`src/rtl/iob_split_ot.sv`:
```
`default_nettype none
// ============================================================================
//  Module      : iob_split_ot
//  Description : IOb-native 1-master to N-slave splitter. Tracks up to MAX_OUT
//                in-flight reads to a single slave and stalls target switches
//                until they drain, so read data returns in order. Out-of-range
//                selects go to an internal error slave.
//  Revision    : 1.0 - initial release
// ============================================================================
module iob_split_ot #(
    parameter int                DATA_W   = 32,
    parameter int                ADDR_W   = 32,
    parameter int                N_SLAVES = 2,
    parameter int                P_SLAVES = ADDR_W - 1,
    parameter int                MAX_OUT  = 4,
    parameter logic [DATA_W-1:0] ERR_DATA = {DATA_W{1'b1}}
) (
    input  logic                           clk_i,
    input  logic                           cke_i,
    input  logic                           arst_n_i,
    input  logic                           m_avalid_i,
    input  logic [ADDR_W-1:0]              m_addr_i,
    input  logic [DATA_W-1:0]              m_wdata_i,
    input  logic [DATA_W/8-1:0]            m_wstrb_i,
    output logic                           m_ready_o,
    output logic                           m_rvalid_o,
    output logic [DATA_W-1:0]              m_rdata_o,
    output logic [N_SLAVES-1:0]            s_avalid_o,
    output logic [N_SLAVES*ADDR_W-1:0]     s_addr_o,
    output logic [N_SLAVES*DATA_W-1:0]     s_wdata_o,
    output logic [N_SLAVES*DATA_W/8-1:0]   s_wstrb_o,
    input  logic [N_SLAVES-1:0]            s_ready_i,
    input  logic [N_SLAVES-1:0]            s_rvalid_i,
    input  logic [N_SLAVES*DATA_W-1:0]     s_rdata_i,
    output logic                           perr_o
);

    localparam int            NB    = (N_SLAVES > 1) ? $clog2(N_SLAVES) : 1;
    localparam int            TW    = NB + 1;
    localparam int            CW    = $clog2(MAX_OUT + 1);
    localparam int            SW    = DATA_W / 8;
    // Target index one past the last real slave is the internal error slave
    localparam logic [TW-1:0] ERR_T = TW'(N_SLAVES);
    localparam logic [CW-1:0] FULL  = CW'(MAX_OUT);

    logic [CW-1:0]     cnt;
    logic [TW-1:0]     cur_t;
    logic              err_q;
    logic              perr;

    logic [NB-1:0]     sel;
    logic [TW-1:0]     tgt;
    logic              tgt_err;
    logic              cur_err;
    logic              stall;
    logic              sel_ready;
    logic              cur_rvalid;
    logic [DATA_W-1:0] cur_rdata;
    logic              stray;
    logic              rsp;
    logic              acc;
    logic              rd;

    assign sel     = m_addr_i[P_SLAVES -: NB];
    assign tgt     = ({1'b0, sel} < ERR_T) ? {1'b0, sel} : ERR_T;
    assign tgt_err = (tgt == ERR_T);
    assign cur_err = (cur_t == ERR_T);

    // Switching target is held off while reads are in flight so responses
    // cannot overtake each other; a full tracker also stalls, with no bypass
    assign stall = ((cnt != '0) && (tgt != cur_t)) || (cnt == FULL);

    // Pick ready of the addressed slave and response of the in-flight target;
    // any rvalid not belonging to the in-flight target is flagged as stray
    always_comb begin
        sel_ready  = 1'b0;
        cur_rvalid = 1'b0;
        cur_rdata  = '0;
        stray      = 1'b0;
        for (int i = 0; i < N_SLAVES; i++) begin
            if (tgt == TW'(i)) begin
                sel_ready = s_ready_i[i];
            end
            if (cur_t == TW'(i)) begin
                cur_rvalid = s_rvalid_i[i];
                cur_rdata  = s_rdata_i[i*DATA_W +: DATA_W];
            end
            if (s_rvalid_i[i] && ((cnt == '0) || (cur_t != TW'(i)))) begin
                stray = 1'b1;
            end
        end
    end

    // Request fan-out: only the addressed slave sees the request fields
    for (genvar i = 0; i < N_SLAVES; i++) begin : g_slave
        logic hit;
        assign hit                        = (tgt == TW'(i));
        assign s_avalid_o[i]              = m_avalid_i & ~stall & hit;
        assign s_addr_o[i*ADDR_W +: ADDR_W] = hit ? m_addr_i  : '0;
        assign s_wdata_o[i*DATA_W +: DATA_W] = hit ? m_wdata_i : '0;
        assign s_wstrb_o[i*SW +: SW]      = hit ? m_wstrb_i : '0;
    end

    // The error slave is always ready; it never backpressures
    assign m_ready_o = ~stall & (tgt_err | sel_ready);
    assign acc       = m_avalid_i & m_ready_o;
    assign rd        = acc & (m_wstrb_i == '0);

    assign rsp        = (cnt != '0) & (cur_err ? err_q : cur_rvalid);
    assign m_rvalid_o = rsp;
    assign m_rdata_o  = !rsp ? '0 : (cur_err ? ERR_DATA : cur_rdata);
    assign perr_o     = perr;

    // Outstanding-read tracking and sticky error flag, all frozen by cke_i
    always_ff @(posedge clk_i or negedge arst_n_i) begin
        if (!arst_n_i) begin
            cnt   <= '0;
            cur_t <= '0;
            err_q <= 1'b0;
            perr  <= 1'b0;
        end else if (cke_i) begin
            cnt   <= cnt + CW'(rd) - CW'(rsp);
            err_q <= rd & tgt_err;
            if (rd) begin
                cur_t <= tgt;
            end
            if ((acc & tgt_err) | stray) begin
                perr <= 1'b1;
            end
        end
    end

endmodule
`default_nettype wire

```
`config.mk`:
```
export PLATFORM = sky130hd
export DESIGN_NAME = iob_split_ot
export DESIGN_NICKNAME = d
export VERILOG_FILES = /design/src/rtl/iob_split_ot.sv
export SDC_FILE = /design/constraint.sdc
export NUM_CORES = 1
export LEC_CHECK = 0
export BUFFER_PORTS_ARGS = -buffer_cell sky130_fd_sc_hd__buf_2
export CAP_MARGIN = 10
export CORE_AREA = 4 4 120 122
export DETAILED_ROUTE_END_ITERATION = 8
export DIE_AREA = 0 0 124 126
export PLACE_DENSITY_LB_ADDON = 0.3
export SLEW_MARGIN = 20
export SYNTH_ARGS = -nofsm -noshare
export SYNTH_HDL_FRONTEND = slang
export SYNTH_SLANG_ARGS = --single-unit
```
`constraint.sdc`:
```
create_clock -name clk_i -period 2.68 [get_ports clk_i]
set_input_delay 0.536 -clock clk_i [delete_from_list [all_inputs] [get_ports clk_i]]
set_output_delay 0.536 -clock clk_i [all_outputs]
set_load 0.005 [all_outputs]
```
Word level (Yosys, flattened, before mapping)

Index checks and enable logic that the tools add are counted.

Register bits: 5
Bits in latches: 0
Bits in writable memories: 0
ROM bits: 0
Input port bits: 140
Output and inout bits: 173
Logic and storage cells: 44
Memories: 0

$add $sub $neg: 2
Multipliers: 0
Div/mod/pow operators: 0
Magnitude comparators: 0
Equality and inequality tests: 2
Shifts and indexed selects: 0
Multiplexer cells: 15
Bitwise logic cells: 9
Reductions and logical operators: 13

Operators by type and width:

| kind                                        | count |
|---|---|
| 32-bit 2-to-1 mux                           | 7 |
| 4-bit 2-to-1 mux                            | 2 |
| 1-bit bitwise AND                           | 7 |
| 1-bit 2-to-1 mux                            | 6 |
| 2-bit zero test                             | 2 |
| 4-bit zero test                             | 1 |
| 2-bit AND reduction                         | 2 |
| 3-bit by 1-bit adder with 3-bit output      | 1 |
| 3-bit == test, second input constant        | 1 |
| 1-bit logical AND                           | 3 |
| 3-bit zero test                             | 1 |
| 1-bit logical OR                            | 3 |
| 3-bit nonzero test                          | 1 |
| 3-bit by 1-bit subtractor with 3-bit output | 1 |
| 1-bit NOT                                   | 2 |
| 1-bit inequality test                       | 1 |

Depth between registers and ports, before layout

Word-level depth: 9
Gate-level depth with buffers: 13
Gate-level depth less buffers: 11

Worst setup path after synthesis

Ideal clock, no wire load.

Path type: register to register
From: register cnt[1]
To: register cnt[2]
Library setup time: 124 ps
Arrival: 2652 ps
Data required time: 2556 ps
Path slack: -96 ps
Cell stages (with the launch flop): 14
Buffers on the path: 2
Period minus slack after synthesis: 2776 ps
Path through: dfrtp_1 -> nor3_1 -> or2_1 -> clkbuf_1 -> clkbuf_1 -> inv_2 -> ha_1 -> inv_1 -> ha_1 -> inv_1 -> fa_1 -> xor2_1 -> nand2_1 -> xnor2_1

Elaborated cells between the ends (all ways): 11

RTL lines:

| element                                     | RTL line | RTL |
|---|---|---|
| start: declaration                          | 46       | `logic [CW-1:0] cnt;` |
| start signal: assignment                    | 122      | `cnt <= cnt + CW'(rd) - CW'(rsp);` |
| 3-bit nonzero test                          | 109      | `assign rsp = (cnt != '0) & (cur_err ? err_q : cur_rvalid);` |
| 1-bit bitwise AND                           | 109      |  |
| named net m_rvalid_o                        | 26       | `output logic m_rvalid_o,` |
| 3-bit by 1-bit subtractor with 3-bit output | 122      |  |

The timed path passes the listed nets, and every way through them passes these cells.
A chain may end at the register's enable or synchronous reset.

Final worst setup path

From: input m_wstrb_i[1]
To: register cnt[2]

Word-level cells in the longest chain between the ends: 4

RTL lines:

| element                                     | RTL line | RTL |
|---|---|---|
| start: declaration                          | 24       | `input logic [DATA_W/8-1:0] m_wstrb_i,` |
| 4-bit zero test                             | 107      | `assign rd = acc & (m_wstrb_i == '0);` |
| 1-bit bitwise AND                           | 107      |  |
| 3-bit by 1-bit adder with 3-bit output      | 122      |  |
| 3-bit by 1-bit subtractor with 3-bit output | 122      |  |

Every way passes these cells.

==> results.txt <==
The run finished with clean final reports. Routability-driven placement finished with a final weighted congestion of 0.8397. In this run the number of H-tree levels came out at 1. For this block, the routed nets add up to 9453 um of wire. The pre-antenna-repair detailed-routing pass consisted of 4 iterations.

Walking the worst path, the cells encountered are buf_2, or4_4, nor2_4, o211ai_1, ha_1, inv_1, ha_1, inv_1, fa_2, xor2_1, nand2_1, xnor2_1. The startpoint-to-endpoint class of the critical path is primary input to flop. The count of pins over their slew limit is 0. Summed over all nets, the half-perimeter wirelength after detailed placement is 8213 um.

The max-capacitance violation count came out at 0. The placeable core region is 13190 sq um. The net total in the final layout came out at 704. The startpoint identified for the worst register-to-register timing path is cnt[2]. The upper clock frequency limit came out at 0.3959 GHz. The vertical die dimension came out at 126 um. In this run the deepest clock path goes through 2 buffers. Setup repair after global routing left no endpoint under its margin. The hold buffer count at CTS is 0.

The total clock sinks came out at 5. The yosys synthesis warning count came out at 0. The cell sitting at the root of the clock tree is a sky130_fd_sc_hd__clkbuf_16. Dividing the detail-routed wire length by the instance count gives 12.84 um.

The post-synthesis average cell area came out at 6.846 sq um. The detail route stage leaves a number of antenna-violating nets equal to 0. After technology mapping, the gate count stands at 263. The required arrival time at the worst endpoint came out at 2790 ps. After global routing the overflow that remains totals 0. The number of global-route vias before repair came to 2489. The netlist area before placement came out at 1800 sq um. The part of the Yosys area used for sequential elements came out at 6.949%.

STA puts the critical path data arrival time at 2640 ps. The number of standard-cell rows in the floorplan is 42. The worst flop-to-flop path endpoint is cnt[2]. Dividing total power by cell area gives a power density of 305.4 nW/um^2. The share of power burned in the clock network came out at 22.6%. The total number of vias came out at 2675. The number of nets handed over by synthesis was 406. The startpoint type of the worst setup path is a primary input. The number of synthesized register bits is 5. TritonCTS built the clock tree.

In the routed layout, each cell is associated on average with a via count of 3.635. The final setup skew came out at 1.981 ps. The global router's overall resource usage is 10.42%. The leakage power total came out at 2.060 nW. The total power after layout came out at 1.105 mW. The total of endpoints with negative setup slack in the final report came out at 0.

The total die area is 15620 sq um. The source-to-sink clock delay at the later pin of the worst-skew pair is 230 ps. The initial DRC count came out at 55. The peak supply drop is 0.0003665 V. The internal portion of total power is 0.6769 mW. The count of boundary I/O pins is 313. The clock slew seen by the registers of the worst setup and hold paths came out at 30 ps. The worst-case reg-to-reg path depth came out at 11. The effective utilization at floorplan is 13.65%.

The number of diodes is 0. The part of the total power dissipated in sequential elements came out at 12.3%. The final number of hold-violating endpoints is 0.

The smallest setup slack after layout is 153.9 ps. The layout overhead on the synthesized area came out at 100.9%. The maximum number of pins on one net before global-route repair came out at 136.

The final worst hold slack came out at 117.2 ps. The number of buffers created by CTS came out at 3. The critical path starts at m_wstrb_i[1]. The global-route wire length before repair came out at 13190 um. After routing, the total negative slack on setup checks comes to 0 ps. The switching share of power came out at 38.72%. The flop-to-flop setup slack is 320 ps. The share of post-route cells with drive strength above 1 is 59.11%.

The minimum clock period is 2526 ps. The initial antenna violation count is 0. The final clock period utilization by the worst path came out at 94.26%.

Along the worst path, the maximum fanout reaches 3. Combinational logic is responsible for 65.1% of the overall power. The cell with the largest stage delay on the worst path is sky130_fd_sc_hd__or4_4. The maximum cell stage delay along the critical path is 560 ps. In this run the power spent charging and discharging nets is 0.4277 mW. During placement, the flow inserted port buffers numbering 311.

The post-placement setup slack came out at -114.1 ps. The endpoint class of the critical path is a flop. The die extent in x came out at 124 um. The number of DRC violations after detailed routing came out at 0. The count of unique library cells instantiated by Yosys came out at 35. The type of the most critical hold path is primary input to async pin.
cell families (layout without fill, tap and decap cells):
kind of cell	count (synthesis)	count (layout)	share of synthesized area [%]
compound gates	9	9	3.683
flops	5	5	6.949
buf+inv	28	325	7.435
fa+ha+maj	3	3	2.502
other cells	1	1	0.2083
mux	36	36	20.15
xor+xnor	3	3	1.460
simple gates	178	178	57.61
area by class of cell:
type                       instances  area (sq um)
fill                            1496          9573
timing repair buffer             318          1624
multi-input combinational        230          1556
tap                              176         220.2
sequential                         5         126.4
clock buffer                       4         78.83
inverter                           3         11.26
power groups by stage:
stage          combinational, mW  clock, mW  sequential, mW
6_report                   0.719      0.250           0.135
5_1_grt                    0.819      0.262           0.141
4_1_cts                    0.730      0.253           0.132
3_5_place_dp               0.727          0           0.133
3_3_place_gp               0.730          0           0.133
2_1_floorplan              0.362          0           0.137
Yosys cell counts (all sizes together):
cell type	number	area, sq um
nor2	36	135.1
o21ai	1	5.000
nor3	1	5.000
conb	1	3.750
dfrtp	5	125.1
ha	2	25.02
clkbuf	16	73.82
o211ai	1	7.510
a21oi	2	10.01
or2	1	6.260
mux2i	34	340.3
fa	1	20.02
inv	3	11.26
o21bai	1	7.510
o2111a	1	11.26
or4	1	11.26
buf	9	48.79
nand2	2	7.510
and2	67	420.4
mux2	2	22.52
xnor2	1	8.760
or4b	2	20.02
o21ba	1	10.01
xor2	2	17.52
and4b	1	10.01
nor2b	67	421.7
o31ai	2	15.01
registers in the layout (all words and copies together), names as in the netlist:
name	cells
cnt	3
perr_o	1
cur_t	1
critical path, delay by kind of cell:
| family | cells | cell delay, ps |
|---|---|---|
| adder cells (fa/ha/maj) | 3 | 780 |
| AND/OR/NAND/NOR | 3 | 730 |
| buffers and inverters | 3 | 210 |
| AO/OA/AOI/OAI | 1 | 100 |
| XOR/XNOR | 2 | 280 |
cell usage in the layout (no fill, tap or decap), types with 2 or more instances in the layout:
| cell | Yosys | layout |
|---|---|---|
| sky130_fd_sc_hd__buf_4 | 2 | 7 |
| sky130_fd_sc_hd__nor2b_1 | 66 | 66 |
| sky130_fd_sc_hd__nor2_1 | 36 | 35 |
| sky130_fd_sc_hd__o31ai_1 | 2 | 2 |
| sky130_fd_sc_hd__inv_1 | 2 | 2 |
| sky130_fd_sc_hd__and2_1 | 66 | 66 |
| sky130_fd_sc_hd__nand2_1 | 2 | 2 |
| sky130_fd_sc_hd__or4b_1 | 2 | 2 |
| sky130_fd_sc_hd__mux2i_1 | 34 | 34 |
| sky130_fd_sc_hd__clkbuf_16 | 0 | 3 |
| sky130_fd_sc_hd__dfrtp_1 | 5 | 4 |
| sky130_fd_sc_hd__ha_1 | 2 | 2 |
| sky130_fd_sc_hd__a21oi_1 | 2 | 2 |
| sky130_fd_sc_hd__buf_2 | 0 | 310 |
| sky130_fd_sc_hd__xor2_1 | 2 | 2 |
routing by layer:
layer / vias up / wire [um] / GRT usage [%]
met5: - / 0 / 0
met4: 0 / 29 / 1.418
met3: 2 / 892 / 1.300
met2: 131 / 4993 / 20.24
met1: 1123 / 3537 / 12.23
li1: 1419 / - / -
per-stage QoR:
stage	instances	area [sq um]	util, %
after global placement	732	3523	26.71
after CTS	736	3602	27.31
after floorplan	263	1802	-
after detailed placement	732	3523	26.71
final	736	3617	27.42
after global routing	736	3617	27.42
worst max path at each step:
stage                  end  cells past startpoint
global placement    cnt[2]                     12
CTS                 cnt[2]                     12
finish              cnt[2]                     12
floorplan           cnt[2]                     13
detailed placement  cnt[2]                     12
global route        cnt[2]                     12
timing repair:
action | 4_1_cts | 5_1_grt
resized for setup | 0 | 4
endpoints found under the hold margin | 0 | 0
endpoints found under the setup margin | 0 | 1
setup buffers | 0 | 0
(Power assumes the default switching activity.)
